File: src/rtl/mem_stage_lsu.sv
// ---------------------------------------------------------------------------
// mem_stage_lsu
//
// Memory-access stage of the pipelined RISC-V core. It consumes the
// Execute/Memory pipeline register outputs. It issues loads and stores over a
// valid/ready request channel with a separate valid-only response channel. It
// stalls the front of the pipeline while an access is outstanding. It formats
// byte/half/word store and load data, selects the writeback value, and
// registers the Memory/Writeback stage state.
//
// Configuration macro:
//   LSU_MISALIGN_TRAP_EN - when defined, misaligned half/word accesses are
//                          flagged on MisalignM, issue no request and retire
//                          as a bubble. When undefined, MisalignM is tied to 0
//                          and the low address bits a size does not use are
//                          ignored.
//
// Ports:
//   clk, reset            rising-edge clock; asynchronous active-low reset
//   ALUResultM            byte address for memory ops / ALU result
//   WriteDataM            store data, right-aligned
//   RdM, RegWriteM        destination register and its write enable
//   PCPlus4M              link value for writeback
//   MemReadM, MemWriteM   load / store (mutually exclusive)
//   Funct3M               access size and signedness
//   ResultSrcM            writeback select: 00 ALU, 01 load, 10 PC+4, 11 zero
//   dmem_req_*            request channel (valid/ready, addr, we, wstrb, wdata)
//   dmem_rsp_*            load response channel (valid, rdata)
//   StallM                holds PC, F/D, D/E and E/M while an access is pending
//   MisalignM             misaligned-access flag
//   ResultW, RdW,
//   RegWriteW             registered Memory/Writeback stage state
// ---------------------------------------------------------------------------
module mem_stage_lsu #(
    parameter int unsigned DATA_WIDTH = 32
) (
    input  logic                  clk,
    input  logic                  reset,
    input  logic [DATA_WIDTH-1:0] ALUResultM,
    input  logic [DATA_WIDTH-1:0] WriteDataM,
    input  logic [4:0]            RdM,
    input  logic [DATA_WIDTH-1:0] PCPlus4M,
    input  logic                  RegWriteM,
    input  logic                  MemReadM,
    input  logic                  MemWriteM,
    input  logic [2:0]            Funct3M,
    input  logic [1:0]            ResultSrcM,
    output logic                  dmem_req_valid,
    input  logic                  dmem_req_ready,
    output logic [DATA_WIDTH-1:0] dmem_addr,
    output logic                  dmem_we,
    output logic [3:0]            dmem_wstrb,
    output logic [DATA_WIDTH-1:0] dmem_wdata,
    input  logic                  dmem_rsp_valid,
    input  logic [DATA_WIDTH-1:0] dmem_rdata,
    output logic                  StallM,
    output logic                  MisalignM,
    output logic [DATA_WIDTH-1:0] ResultW,
    output logic [4:0]            RdW,
    output logic                  RegWriteW
);

    typedef enum logic {
        S_IDLE,
        S_WAIT
    } state_e;

    state_e state_q, state_d;

    logic                  mem_op;
    logic                  misalign;
    logic                  complete;
    logic                  trap;
    logic                  req_valid;
    logic [1:0]            byte_off;
    logic [3:0]            strb;
    logic [DATA_WIDTH-1:0] wdata;
    logic [7:0]            ld_byte;
    logic [15:0]           ld_half;
    logic [DATA_WIDTH-1:0] ld_data;
    logic [DATA_WIDTH-1:0] wb_sel;

    logic [DATA_WIDTH-1:0] result_q, result_d;
    logic [4:0]            rd_q, rd_d;
    logic                  regwrite_q, regwrite_d;

    assign mem_op   = MemReadM | MemWriteM;
    assign byte_off = ALUResultM[1:0];

    // -----------------------------------------------------------------------
    // Misaligned-access detection (optional)
    // -----------------------------------------------------------------------
`ifdef LSU_MISALIGN_TRAP_EN
    always_comb begin
        misalign = 1'b0;
        if (mem_op && (state_q == S_IDLE)) begin
            case (Funct3M[1:0])
                2'b01:   misalign = byte_off[0];
                2'b10:   misalign = (byte_off != 2'b00);
                default: misalign = 1'b0;
            endcase
        end
    end
`else
    assign misalign = 1'b0;
`endif

    assign MisalignM = misalign;

    // -----------------------------------------------------------------------
    // Store formatting: replicate data across lanes, enable the target lanes
    // -----------------------------------------------------------------------
    always_comb begin
        strb  = 4'b1111;
        wdata = WriteDataM;
        case (Funct3M[1:0])
            2'b00: begin
                wdata = {4{WriteDataM[7:0]}};
                strb  = 4'b0001 << byte_off;
            end
            2'b01: begin
                wdata = {2{WriteDataM[15:0]}};
                strb  = 4'b0011 << {byte_off[1], 1'b0};
            end
            default: begin
                wdata = WriteDataM;
                strb  = 4'b1111;
            end
        endcase
    end

    // -----------------------------------------------------------------------
    // Load formatting: lane select then sign/zero extension
    // -----------------------------------------------------------------------
    always_comb begin
        ld_byte = '0;
        case (byte_off)
            2'b00:   ld_byte = dmem_rdata[7:0];
            2'b01:   ld_byte = dmem_rdata[15:8];
            2'b10:   ld_byte = dmem_rdata[23:16];
            default: ld_byte = dmem_rdata[31:24];
        endcase
        ld_half = byte_off[1] ? dmem_rdata[31:16] : dmem_rdata[15:0];

        ld_data = dmem_rdata;
        case (Funct3M)
            3'b000:  ld_data = {{24{ld_byte[7]}}, ld_byte};
            3'b001:  ld_data = {{16{ld_half[15]}}, ld_half};
            3'b100:  ld_data = {24'h000000, ld_byte};
            3'b101:  ld_data = {16'h0000, ld_half};
            default: ld_data = dmem_rdata;
        endcase
    end

    // -----------------------------------------------------------------------
    // Access FSM: next state, request, completion
    // -----------------------------------------------------------------------
    always_comb begin
        state_d   = state_q;
        req_valid = 1'b0;
        complete  = 1'b0;
        trap      = 1'b0;
        case (state_q)
            S_IDLE: begin
                // A response arriving here belongs to no outstanding load
                // (e.g. issued before a reset) and is dropped.
                if (!mem_op) begin
                    complete = 1'b1;
                end else if (misalign) begin
                    trap = 1'b1;
                end else begin
                    req_valid = 1'b1;
                    if (dmem_req_ready) begin
                        if (MemWriteM) begin
                            complete = 1'b1;
                        end else begin
                            state_d = S_WAIT;
                        end
                    end
                end
            end
            S_WAIT: begin
                if (dmem_rsp_valid) begin
                    complete = 1'b1;
                    state_d  = S_IDLE;
                end
            end
            default: state_d = S_IDLE;
        endcase
    end

    assign StallM         = mem_op & ~complete & ~trap;
    assign dmem_req_valid = req_valid;
    assign dmem_addr      = {ALUResultM[DATA_WIDTH-1:2], 2'b00};
    assign dmem_we        = req_valid & MemWriteM;
    assign dmem_wstrb     = (req_valid & MemWriteM) ? strb : 4'b0000;
    assign dmem_wdata     = wdata;

    // -----------------------------------------------------------------------
    // Writeback select and M/W register next state
    // -----------------------------------------------------------------------
    always_comb begin
        case (ResultSrcM)
            2'b00:   wb_sel = ALUResultM;
            2'b01:   wb_sel = ld_data;
            2'b10:   wb_sel = PCPlus4M;
            default: wb_sel = '0;
        endcase
    end

    always_comb begin
        result_d   = '0;
        rd_d       = '0;
        regwrite_d = 1'b0;
        // Stalled and trapped cycles retire a bubble.
        if (complete) begin
            result_d   = wb_sel;
            rd_d       = RdM;
            regwrite_d = RegWriteM;
        end
    end

    always_ff @(posedge clk or negedge reset) begin
        if (!reset) begin
            state_q    <= S_IDLE;
            result_q   <= '0;
            rd_q       <= '0;
            regwrite_q <= 1'b0;
        end else begin
            state_q    <= state_d;
            result_q   <= result_d;
            rd_q       <= rd_d;
            regwrite_q <= regwrite_d;
        end
    end

    assign ResultW   = result_q;
    assign RdW       = rd_q;
    assign RegWriteW = regwrite_q;

endmodule

File: config.mk
export PLATFORM = sky130hd
export DESIGN_NAME = mem_stage_lsu
export DESIGN_NICKNAME = d
export VERILOG_FILES = /design/src/rtl/mem_stage_lsu.sv
export SDC_FILE = /design/constraint.sdc
export NUM_CORES = 1
export LEC_CHECK = 0
export BUFFER_PORTS_ARGS = -buffer_cell sky130_fd_sc_hd__buf_4
export CORE_UTILIZATION = 25
export CTS_CLUSTER_SIZE = 24
export DETAILED_ROUTE_END_ITERATION = 7
export GPL_ROUTABILITY_DRIVEN = 0
export SYNTH_ARGS = -nofsm -noshare
export SYNTH_HDL_FRONTEND = slang
export SYNTH_SLANG_ARGS = --single-unit
File: constraint.sdc
create_clock -name clk -period 2.8 [get_ports clk]
set_clock_uncertainty 0.05 [all_clocks]
set_input_delay 0.56 -clock clk [delete_from_list [all_inputs] [get_ports clk]]
set_output_delay 0.56 -clock clk [all_outputs]
set_load 0.02 [all_outputs]
# --- Word level (Yosys, flattened, before mapping) ---
# Cells that the tools add are included.
op_classes:
  mux: 22
  bitwise: 5
  n_reduce_logical: 4
  n_shift: 2
  eq_ne: 8
ops:
  columns: ["operator", "count"]
  rows:
  - ["$pmux W32 S4", 1]
  - ["$pmux W32 S3", 1]
  - ["$pmux W32 S2", 1]
  - ["$mux W32", 1]
  - ["$pmux W8 S3", 1]
  - ["$mux W16", 1]
  - ["$mux W1", 11]
  - ["$pmux W4 S2", 1]
  - ["$eq A2 B1 Y1 const B", 3]
  - ["$eq A3 B3 Y1 const B", 2]
  - ["$logic_not A2 Y1", 3]
  - ["$mux W5", 1]
  - ["$eq A2 B2 Y1 const B", 2]
  - ["$mux W4", 1]
  - ["$pmux W1 S2", 2]
  - ["$shl A1 B2 Y4 const A", 1]
  - ["$shl A2 B2 Y4 const A", 1]
  - ["$eq A3 B1 Y1 const B", 1]
  - ["$logic_not A3 Y1", 1]
  - ["$and A1 B1 Y1", 2]
  - ["$not A1 Y1", 2]
  - ["$or A1 B1 Y1", 1]
word_totals:
  inputBits: 145
  word_cells: 45
  output_inout_bits: 110
  regBits: 39

# --- Logic depth before layout (Yosys ltp) ---
depth:
  ltp_word: 6
  ltp_mapped: 7
  depth_no_buf: 4

# --- Worst setup path before layout ---
# No wires, ideal clock.
synth_path:
  path_kind: "in2out"
  start: "input port Funct3M[0]"
  end: "output port dmem_wdata[24]"
  required_time_ps: 2190
  arrival_ps: 1736
  cell_stages: 4
  slack_ps: 454
  path_cell_list: "buf_2 > buf_1 > mux2i_1 > o21ai_0"
synth_between:
  elab_chain_cells: 2
synth_rtl:
  columns: ["element", "line_no", "rtl"]
  rows:
  - ["start: declaration", "46", "input logic [2:0] Funct3M,"]
  - ["$eq A2 B1 Y1 or $logic_not A2 Y1 (tied branches)", "116", "case (Funct3M[1:0])"]
  - ["$pmux W32 S2 (*)", "116", null]
  - ["end: declaration", "53", "output logic [DATA_WIDTH-1:0] dmem_wdata,"]
# Mark *: on every way between the ends. The rest lies on a longest branch, timed or not.

# --- Final worst setup path ---
layout_path:
  start: "input port Funct3M[1]"
  end: "output port dmem_wdata[8]"
# The elaborated chain is that of the path after synthesis.

==> metrics.csv <==
metric,value,unit
finalHoldViolCount,0,
final-setup-viol-count,0,
io_buffers,251,
crit_buf_inv,3,
core,0.0121,sq mm
num_io_pins,255,
yosysSeqAreaShare,0.312,
dpl_cell_area,0.00485,sq mm
setup_tns,0,ps
yosys_warnings,0,
required,2190,ps
power,2.05,mW
cp.arrival,1650,ps
max_slew_margin,0.475,
diodes,0,
fin_area,0.00501,sq mm
ys_types,42,
synth_edf_count,0,
worst_hold_path_type,in -> async,
wl_per_cell,17.4,microns
tightest_slew,781,ps
slowest_stage,mux2_2,
clk_latency,280,ps
status,"complete, no violations",
start_util,0.258,
area_growth_syn_to_layout,60.3,%
cp_common_cell,buf_4,
synth_flop_cell,dfrtp_1,
nNetsFinal,678,
fin_cells,702,
drive_above_1_share,0.579,
drtPass1Iterations,4,
period_needed,2260,ps
cp-start-kind,primary input,
drcViolationCount,0,
fp.dieW,114,microns
irDropWorstVdd,0.184,mV
die_y,114,microns
finalCritPeriodShare,0.806,
synth-seq-cells,39,
clock-sinks,39,
cpPeakStageDelay,350,ps
synth_area,0.00312,sq mm
max_freq,443,MHz
dp.cells,694,
grt_util_all_layers,0.183,
path_clk_slew,60,ps
rsz0062_at_grt,no,
htree_levels,2,
hpwl,10200,microns
grt_pass1_vias,3351,
drt-initial-drc-count,184,
cts_inserted_buffers,5,
num_vias,3311,
path_max_fanout,20,
std_cell_rows,40,
postRouteAntennaNets,0,
wl,12200,microns
gr-total-overflow,0,
critPathKind,in -> out,
clk_path_buf_depth,2,
cap_viol_max_count,0,
root_buffer,clkbuf_16,
netlist_instances,329,
power.density,410,mW/mm^2
endpoint_kind,output port,
layout_common_cells,"buf_4, dfrtp_1, mux2_2, mux2i_1, o21ai_0",
layout_commonest_cell,buf_4,
grt_pass1_wl,17800,microns
cp_top_family,buffers and inverters,
cts-resized-gates,0,
antenna_found_initial,0,
drv_slew,0,
die_area,0.0129,sq mm
viasPerCell,4.72,
grt_max_degree,40,
postSynthAreaPerCell,9.50,sq um
postCtsSetupBuffers,0,
cts_tree,built,
cts.hold.buffers_added,0,
path_cells,buf_4 -> nor2_2 -> buf_4 -> mux2_2 -> buf_4,
p_leak,2.55,nW
async_reset_ff_frac,1.00,
registers in the layout (all words and copies together) (netlist names):
signal,cells
RdW,5
RegWriteW,1
ResultW,32
state_q,1
report_power, final:
part	internal, mW	switching, mW
sequential	0.612	0.0158
clock	0.380	0.222
combinational	0.401	0.424
total	1.39	0.663
through the flow:
| stage | hold WS, ps | utilization | setup slack (ps) |
|---|---|---|---|
| finish | 200 | 0.413 | 544 |
| global route | 242 | 0.413 | 485 |
| CTS | 224 | 0.413 | 533 |
| detailed placement | 519 | 0.401 | 475 |
| global placement | 512 | 0.401 | 474 |
| floorplan | 214 | - | 454 |
final cells by class:
class / count / area, sq um
clock buffer: 8 / 156
sequential: 39 / 976
inverter: 7 / 26.3
fill: 1242 / 7100
timing repair buffer: 259 / 1940
multi-input combinational: 221 / 1690
tap: 168 / 210
metal layers:
metal	GRT usage	vias up	share of wire
li1	-	1568	-
met1	0.203	1550	0.37
met2	0.353	181	0.54
met3	0.0393	12	0.078
met4	0.0424	0	0.014
met5	0	-	0
worst paths after layout:
| path | start | end | slack [ps] | depth (start not counted) |
|---|---|---|---|---|
| min in group clk | dmem_rsp_valid | state_q | 410 | 2 |
| hold reg to reg | state_q | state_q | 530 | 1 |
| setup / recovery | Funct3M[1] | dmem_wdata[8] | 540 | 5 |
| hold / removal | reset | ResultW[12] | 200 | 1 |
| max in group asynchronous | reset | ResultW[2] | 2150 | 1 |
| setup reg to reg | state_q | ResultW[23] | 1000 | 3 |
logic make-up (layout without fill, tap and decap cells):
kind of cell,count (synthesis),after routing,synth area share
multiplexers,69,69,0.239
other,1,3,0.00120
flip-flops,39,39,0.312
buffers and inverters,71,274,0.148
AO/OA/AOI/OAI,86,86,0.197
AND/OR/NAND/NOR,63,63,0.102
cells in the mapped netlist, drive strengths merged, types with 2 or more instances:
| cell | count | area (sq um) |
|---|---|---|
| buf | 56 | 404 |
| dfrtp | 39 | 976 |
| mux2 | 36 | 405 |
| mux2i | 32 | 320 |
| o21ai | 28 | 140 |
| nor2 | 19 | 76.3 |
| a21oi | 16 | 80.1 |
| a221o | 16 | 160 |
| nand2 | 16 | 62.6 |
| clkbuf | 8 | 31.3 |
| inv | 7 | 26.3 |
| o32ai | 7 | 61.3 |
| a221oi | 6 | 52.6 |
| and2 | 6 | 37.5 |
| and3 | 5 | 31.3 |
| a211oi | 4 | 42.5 |
| nand3 | 4 | 20.0 |
| nor2b | 4 | 25.0 |
| a21o | 2 | 15.0 |
| and3b | 2 | 17.5 |
| nand3b | 2 | 15.0 |
| nor3 | 2 | 10.0 |
worst register-to-register path: cells and delay by family, from the launching register on:
kind | cells | cell delay [ps]
compound gates | 3 | 1240
flops | 1 | 440
No activity file was read; power rests on OpenSTA's default activity.
